File: src/rtl/mult_arb_pkg.sv
// Shared types and widths for mult_arbiter.
// Optional feature macro: MULT_ARB_RR_EN (round-robin arbitration).
package mult_arb_pkg;

   localparam int OP_W   = 4;
   localparam int PROD_W = 8;

   typedef enum logic [1:0] {
      IDLE = 2'd0,
      CALC = 2'd1,
      RESP = 2'd2
   } state_t;

endpackage

File: src/rtl/four_bit_multiplier.sv
// Unsigned 4x4 -> 8 bit combinational multiplier shared by mult_arbiter.
module four_bit_multiplier (
   input  logic [3:0] a,
   input  logic [3:0] b,
   output logic [7:0] product
);

   assign product = {4'b0000, a} * {4'b0000, b};

endmodule

File: src/rtl/mult_arbiter.sv
// Arbitrates NREQ requesters onto one four_bit_multiplier and returns product + id.
// Define MULT_ARB_RR_EN for round-robin; otherwise the lowest index wins.
module mult_arbiter
   import mult_arb_pkg::*;
#(
   parameter int NREQ = 4,
   parameter int IDW  = $clog2(NREQ)
) (
   input  logic                 clk,
   input  logic                 rst,
   input  logic [NREQ-1:0]      req_valid,
   input  logic [OP_W*NREQ-1:0] req_a,
   input  logic [OP_W*NREQ-1:0] req_b,
   output logic [NREQ-1:0]      req_ready,
   output logic                 rsp_valid,
   input  logic                 rsp_ready,
   output logic [PROD_W-1:0]    rsp_product,
   output logic [IDW-1:0]       rsp_id,
   output logic                 busy
);

   state_t              state_q, state_d;
   logic [OP_W-1:0]     op_a_q, op_a_d;
   logic [OP_W-1:0]     op_b_q, op_b_d;
   logic [IDW-1:0]      id_q, id_d;
   logic [PROD_W-1:0]   prod_q, prod_d;
   logic [PROD_W-1:0]   mult_out;
   logic [IDW:0]        pick;
   logic                found;
   logic [IDW-1:0]      gnt;

   // Returns {found, index}: first set bit of v searching upward from p, wrapping.
   function automatic logic [IDW:0] arb_pick(input logic [NREQ-1:0] v, input logic [IDW-1:0] p);
      logic           hit;
      logic [IDW-1:0] g;
      int             idx;
      hit = 1'b0;
      g   = '0;
      for (int k = 0; k < NREQ; k++) begin
         idx = (int'(p) + k) % NREQ;
         if (!hit && v[idx]) begin
            hit = 1'b1;
            g   = IDW'(idx);
         end
      end
      return {hit, g};
   endfunction

`ifdef MULT_ARB_RR_EN
   logic [IDW-1:0] ptr_q, ptr_d;

   assign pick  = arb_pick(req_valid, ptr_q);
   assign ptr_d = (found && state_q == IDLE)
                ? ((gnt == IDW'(NREQ - 1)) ? '0 : gnt + 1'b1)
                : ptr_q;

   always_ff @(posedge clk or posedge rst) begin
      if (rst) ptr_q <= '0;
      else     ptr_q <= ptr_d;
   end
`else
   assign pick = arb_pick(req_valid, '0);
`endif

   assign {found, gnt} = pick;

   four_bit_multiplier u_mult (
      .a       (op_a_q),
      .b       (op_b_q),
      .product (mult_out)
   );

   always_comb begin
      state_d   = state_q;
      op_a_d    = op_a_q;
      op_b_d    = op_b_q;
      id_d      = id_q;
      prod_d    = prod_q;
      req_ready = '0;
      case (state_q)
         IDLE: begin
            if (found) begin
               req_ready[gnt] = 1'b1;
               op_a_d         = req_a[gnt*OP_W +: OP_W];
               op_b_d         = req_b[gnt*OP_W +: OP_W];
               id_d           = gnt;
               state_d        = CALC;
            end
         end
         CALC: begin
            prod_d  = mult_out;
            state_d = RESP;
         end
         RESP: begin
            if (rsp_ready) state_d = IDLE;
         end
         default: state_d = IDLE;
      endcase
   end

   always_ff @(posedge clk or posedge rst) begin
      if (rst) begin
         state_q <= IDLE;
         op_a_q  <= '0;
         op_b_q  <= '0;
         id_q    <= '0;
         prod_q  <= '0;
      end else begin
         state_q <= state_d;
         op_a_q  <= op_a_d;
         op_b_q  <= op_b_d;
         id_q    <= id_d;
         prod_q  <= prod_d;
      end
   end

   assign rsp_valid   = (state_q == RESP);
   assign busy        = (state_q != IDLE);
   assign rsp_product = prod_q;
   assign rsp_id      = id_q;

endmodule

File: config.mk
export PLATFORM = sky130hd
export DESIGN_NAME = mult_arbiter
export DESIGN_NICKNAME = d
export VERILOG_FILES = /design/src/rtl/mult_arb_pkg.sv /design/src/rtl/four_bit_multiplier.sv /design/src/rtl/mult_arbiter.sv
export SDC_FILE = /design/constraint.sdc
export NUM_CORES = 1
export LEC_CHECK = 0
export ABC_AREA = 1
export CORE_ASPECT_RATIO = 0.7
export CORE_UTILIZATION = 45
export CTS_CLUSTER_DIAMETER = 30
export DETAILED_ROUTE_END_ITERATION = 10
export DONT_BUFFER_PORTS = 1
export SYNTH_ARGS = -nofsm -noshare
export SYNTH_HDL_FRONTEND = slang
export SYNTH_SLANG_ARGS = --single-unit
File: constraint.sdc
create_clock -name clk -period 2.7 [get_ports clk]
set_clock_uncertainty 0.15 [all_clocks]
set_input_delay 0.405 -clock clk [delete_from_list [all_inputs] [get_ports clk]]
set_output_delay 0.405 -clock clk [all_outputs]
set_load 0.01 [all_outputs]
Word-level counts from Yosys, hierarchy flattened
Index checks and enable logic that the tools add are counted.
- reduce and logical (&&, ||, !) cells: 11
- order comparisons: 2
- $mul: 1
- multiplexer cells: 14
- eq/ne operators: 4
- shifts and indexed selects: 2
- operators by type and width (operator ; count):
    16-bit by 5-bit variable part select with 4-bit output ; 2
    4-bit by 4-bit multiplier with 8-bit output ; 1
    2-bit two-way mux ; 4
    4-bit two-way mux ; 2
    1-bit two-way mux ; 6
    2-bit case mux with 3 select lines ; 1
    1-bit logical AND ; 4
    2-bit AND reduction ; 2
    1-bit zero test ; 3
    2-bit by 3-bit less-than comparator with 1-bit output, second input constant ; 1
    1-bit demux with 2-bit select ; 1
    2-bit by 1-bit == test with 1-bit output, second input constant ; 1
    2-bit == test, second input constant ; 1
    2-bit by 1-bit greater-or-equal comparator with 1-bit output, second input constant ; 1
    2-bit zero test ; 1
    2-bit by 1-bit != test with 1-bit output, second input constant ; 1
    2-bit != test, second input constant ; 1
    2-bit nonzero test ; 1
- bits in registers: 20
- output and inout bits: 16
- input port bits: 39
- logic and storage cells: 39

Longest topological paths before layout
- depth after elaboration: 16
- mapped depth: 12
- depth with buffers taken out: 12

Modules after synthesis
A second synthesis with hierarchy kept.
- cells, all modules: 223
- area, all modules: 1665.3 um^2
- modules (own cells, without submodules) (module ; cells each ; sequential area each (um^2) ; area each (um^2) ; instances):
    mult_arbiter ; 153 ; 500.5 ; 1202.4 ; 1
    four_bit_multiplier ; 70 ; 0.0 ; 462.9 ; 1

Worst setup path before layout
Ideal clock, no wire load.
- path type: reg2reg
- start point: register op_a_q[0]
- end point: register prod_q[6] (netlist: rsp_product[6])
- data arrival time: 2437 ps
- required time: 2468 ps
- period minus slack after synthesis: 2668 ps
- library setup time: 82 ps
- setup slack: 32 ps
- path buffers: 0
- stages on the path, launching flop included: 11
- cells stage by stage: dfrtp_1 -> nand2_1 -> fa_1 -> inv_1 -> fa_1 -> fa_1 -> nand2_1 -> nand2_1 -> a21oi_1 -> nand2_1 -> a31oi_1
- cells in the longest elaborated chain, start to end: 1
- ends and longest elaborated chain (what ; line ; source):
    from (decl) ; mult_arbiter.sv:23 ; logic [OP_W-1:0] op_a_q, op_a_d;
    from (signal assigned) ; mult_arbiter.sv:110 ; op_a_q <= op_a_d;
    4-bit by 4-bit multiplier with 8-bit output ; four_bit_multiplier.sv:8 ; assign product = {4'b0000, a} * {4'b0000, b};
    to (signal assigned) ; mult_arbiter.sv:113 ; prod_q <= prod_d;
    to (decl) ; mult_arbiter.sv:26 ; logic [PROD_W-1:0] prod_q, prod_d;
No other way between the ends.
A chain may end at the register's enable or synchronous reset.

Worst setup path after layout
Same ends and word-level chain as after synthesis.

==> impl_metrics.xml <==
<?xml version="1.0" encoding="UTF-8"?>
<metrics>
  <group name="detailed_routing">
    <metric name="route.antenna.remaining_nets" unit="">0</metric>
    <metric name="drc" unit="">0</metric>
    <metric name="vias_cell" unit="">4.73</metric>
    <metric name="detail_route.first_pass.iterations" unit="">4</metric>
    <metric name="detail_route.wl_per_cell" unit="µm">10.8</metric>
    <metric name="starting_drt_drc_count" unit="">22</metric>
    <metric name="drt_wl_total" unit="µm">3320</metric>
    <metric name="num_vias" unit="">1453</metric>
  </group>
  <group name="pwr">
    <metric name="power.share.sequential" unit="%">32.5</metric>
    <metric name="power-per-cell-area" unit="nW/µm²">964</metric>
    <metric name="power.ir.vdd_worst" unit="µV">367</metric>
    <metric name="comb_power_share" unit="%">56.8</metric>
    <metric name="power.switching_fraction" unit="%">47.2</metric>
    <metric name="cellLeakagePower" unit="nW">1.15</metric>
    <metric name="power.net_switching" unit="µW">819</metric>
    <metric name="cell_internal_pwr" unit="µW">915</metric>
    <metric name="clock_power_share" unit="%">10.7</metric>
  </group>
  <group name="placed_design">
    <metric name="place_ws" unit="ns">0.00140</metric>
    <metric name="placed_instance_area" unit="µm²">1740</metric>
    <metric name="port_buffers" unit="">0</metric>
    <metric name="globalplace.congestion" unit="">0.743</metric>
    <metric name="dpl.hpwl" unit="µm">2720</metric>
  </group>
  <group name="floorplan">
    <metric name="dieWidth" unit="µm">75.1</metric>
    <metric name="floorplan.rows" unit="">18</metric>
    <metric name="floorplan.die_area" unit="µm²">4000</metric>
    <metric name="die-height" unit="µm">53.2</metric>
    <metric name="top_level_ports" unit="">55</metric>
    <metric name="initial_utilization" unit="%">47.3</metric>
    <metric name="design.core.area" unit="µm²">3560</metric>
  </group>
  <group name="setup_path">
    <metric name="critical_path.top_delay_family" unit="">adder cells</metric>
    <metric name="path_cells" unit="">nand2_2 &gt; fa_1 &gt; inv_2 &gt; fa_1 &gt; fa_2 &gt; nand2_2 &gt; nand2_2 &gt; a21oi_2 &gt; nand2_1 &gt; a31oi_1</metric>
    <metric name="timing.setup.critical_path_class" unit="">flop to flop</metric>
    <metric name="path_buf_inv" unit="">1</metric>
    <metric name="worst_ep_required_time" unit="ns">2.72</metric>
    <metric name="critical_path_depth" unit="">10</metric>
    <metric name="timing.reg2reg.setup_slack" unit="ns">0.10</metric>
    <metric name="critical_path.max_fanout" unit="">3</metric>
    <metric name="crit_path_start_kind" unit="">flop</metric>
    <metric name="cp_common_cell" unit="">nand2_2</metric>
    <metric name="worst_setup_path_end_kind" unit="">flop</metric>
    <metric name="cp.arrival" unit="ns">2.62</metric>
    <metric name="timing.critical_path.slowest_cell_delay" unit="ns">0.54</metric>
    <metric name="worstRegToRegCells" unit="">10</metric>
    <metric name="timing.critical_path.slowest_stage_cell" unit="">fa_1</metric>
  </group>
  <group name="global_route">
    <metric name="met2_usage" unit="%">27.6</metric>
    <metric name="globalRouteOverflowTotal" unit="">0</metric>
    <metric name="globalRouteMet1Util" unit="%">27.9</metric>
    <metric name="grt.busiest_layer" unit="">met1</metric>
    <metric name="grt_start_max_net_pins" unit="">21</metric>
    <metric name="met3_usage" unit="%">4.38</metric>
    <metric name="first_pass_grt_wire_length" unit="µm">5510</metric>
    <metric name="groute.usage.overall" unit="%">18.6</metric>
    <metric name="grt_antenna_before_repair" unit="">0</metric>
    <metric name="vias_in_the_first_global_route" unit="">1276</metric>
  </group>
  <group name="synth">
    <metric name="postSynthAreaPerCell" unit="µm²">6.63</metric>
    <metric name="yosys.area.top_type_share" unit="%">29.7</metric>
    <metric name="synth_cells" unit="">254</metric>
    <metric name="synth_top_cell_by_area" unit="">dfrtp_1</metric>
    <metric name="ys_async_sr_fraction" unit="%">100</metric>
    <metric name="post_synth_num_cell_types" unit="">27</metric>
    <metric name="synthesis.nets" unit="">309</metric>
    <metric name="post-synth-top-count-cell" unit="">nand2_1</metric>
    <metric name="synth_commonest_cells" unit="">94 x nand2_1, 55 x inv_1, 20 x dfrtp_1, 20 x nand3_1, 12 x ha_1</metric>
    <metric name="post_synth_instance_area" unit="µm²">1680</metric>
    <metric name="postSynthRegisterBits" unit="">20</metric>
    <metric name="synth_top_flop_cell" unit="">dfrtp_1</metric>
    <metric name="synth.top_cells.by_area" unit="">dfrtp_1 30%, nand2_1 21%, inv_1 12%</metric>
    <metric name="count_of_flip_flops_with_a_built_in_enable_after_synthesis" unit="">0</metric>
    <metric name="synth_warnings" unit="">0</metric>
    <metric name="sequential_element_share_of_the_synthesized_area" unit="%">29.7</metric>
  </group>
  <group name="clock_network">
    <metric name="max-clock-path-buffers" unit="">2</metric>
    <metric name="clk_pin_slew" unit="ns">0.07</metric>
    <metric name="source_to_sink_clock_delay_at_the_later_pin_of_the_worst_skew_pair" unit="ns">0.25</metric>
    <metric name="cts_hold_buffers" unit="">0</metric>
    <metric name="cts.sinks" unit="">20</metric>
    <metric name="clk_root_buffer_cell" unit="">clkbuf_8</metric>
    <metric name="postCtsSetupRepairBufs" unit="">0</metric>
    <metric name="cts_made_buffers" unit="">3</metric>
    <metric name="cts_tree" unit="">built</metric>
    <metric name="ctsHtreeMaxLevel" unit="">1</metric>
  </group>
  <group name="hold_path">
    <metric name="hold_class" unit="">input port to async pin</metric>
  </group>
  <group name="cells_and_area">
    <metric name="sequential_cell_area" unit="µm²">500</metric>
    <metric name="num-fill-cells" unit="">377</metric>
    <metric name="insertedDiodeCount" unit="">0</metric>
    <metric name="final_design_area_no_fill" unit="µm²">1800</metric>
    <metric name="final_net_count" unit="">314</metric>
    <metric name="area_growth_syn_to_layout" unit="%">6.84</metric>
    <metric name="multi_input_comb_area" unit="µm²">931</metric>
    <metric name="drive_gt1_share" unit="%">8.95</metric>
  </group>
  <group name="timing">
    <metric name="period_needed" unit="ns">2.60</metric>
    <metric name="final.period_utilization" unit="%">96.2</metric>
    <metric name="fmax" unit="MHz">385</metric>
    <metric name="setup_violations" unit="">0</metric>
    <metric name="final.setup.worst_slack" unit="ns">0.102</metric>
    <metric name="slew_headroom" unit="%">50.9</metric>
    <metric name="finalSetupTns" unit="ns">0</metric>
    <metric name="worst_slew_pin_slew" unit="ns">0.736</metric>
    <metric name="rsz0062_at_grt" unit="">yes</metric>
    <metric name="drv_slew" unit="">0</metric>
    <metric name="finalHoldViolations" unit="">0</metric>
  </group>
  <group name="status">
    <metric name="status" unit="">finished, final reports clean</metric>
  </group>
  <group name="job">
    <metric name="max-cap-violations" unit="">0</metric>
  </group>
</metrics>
-- worst register-to-register path: stages, from the launching register on --
cell	delay, ns
dfrtp_1	0.36
nand2_2	0.07
fa_1	0.54
inv_2	0.04
fa_1	0.52
fa_2	0.39
nand2_2	0.09
nand2_2	0.05
a21oi_2	0.11
nand2_1	0.06
a31oi_1	0.13
-- metrics by stage --
stage	hold WS (ns)	utilization, %	total power, mW	cells
after detailed placement	0.319	49.0	1.53	304
final	0.0152	50.6	1.73	307
after global routing	0.0940	50.6	1.95	307
after global placement	0.315	49.0	1.53	304
after floorplan	0.219	-	1.29	254
after CTS	0.0463	50.2	1.72	307
-- per-layer routing --
metal  up-vias  share of wire, %
met3         2               3.3
met4         0              0.36
met2        28                39
met1       649                58
met5         -                 0
li1        774                 -
-- state kept, by name, summed over array words and instances (netlist names) --
register / count
op_a_q: 4
rsp_id: 2
op_b_q: 4
rsp_product: 8
state_q: 2
-- power by group through the flow --
stage | sequential, mW | combinational, mW | clock [mW]
4_1_cts | 0.562 | 0.969 | 0.192
5_1_grt | 0.583 | 1.16 | 0.205
2_1_floorplan | 0.568 | 0.719 | 0
3_5_place_dp | 0.568 | 0.957 | 0
3_3_place_gp | 0.565 | 0.964 | 0
6_report | 0.564 | 0.985 | 0.186
-- logic make-up after synthesis --
group	share of synthesized area, %
XOR/XNOR	0.520
flip-flops	29.7
buffers and inverters	15.8
AO/OA/AOI/OAI	6.69
adder cells (fa/ha/maj)	13.7
AND/OR/NAND/NOR	33.6
-- layout make-up --
type,instances,area share (%)
clock buffers,3,2.29
inverters,57,12.2
multi-input cells,171,51.7
flip-flops and latches,20,27.8
well taps,50,3.48
repair buffers,6,2.50
-- timing repair --
| action | 4_1_cts | 5_1_grt |
|---|---|---|
| gates cloned | 0 | 0 |
| gates resized for setup | 0 | 6 |
| pin swaps | 1 | 3 |
| setup endpoints to repair | 1 | 1 |
-- worst paths after layout --
path | from | endpoint
setup reg to reg | op_a_q[0] | rsp_product[6]
setup / recovery | op_a_q[0] | rsp_product[6]
hold reg to reg | state_q[1] | state_q[1]
max in group asynchronous | rst | op_a_q[0]
hold / removal | rst | rsp_product[5]
min in group clk | rsp_ready | state_q[1]
-- layout by cell type (no fill, tap or decap) --
master,n
xor2_1,1
o21ai_0,4
inv_6,1
nand3b_1,1
nand3_2,1
clkbuf_8,3
nor4_1,1
nor2_4,1
inv_2,2
buf_4,6
nand2_1,91
nand3_1,20
nor2_1,11
fa_1,3
a21oi_1,3
o21ai_1,7
o21ai_2,2
dfrtp_1,20
a31oi_1,2
nand4_1,2
o21bai_1,1
nand2_2,4
or2_1,1
fa_2,1
inv_1,54
ha_1,12
a21oi_2,1
nand2_4,1
No activity file was read; power rests on OpenSTA's default activity.
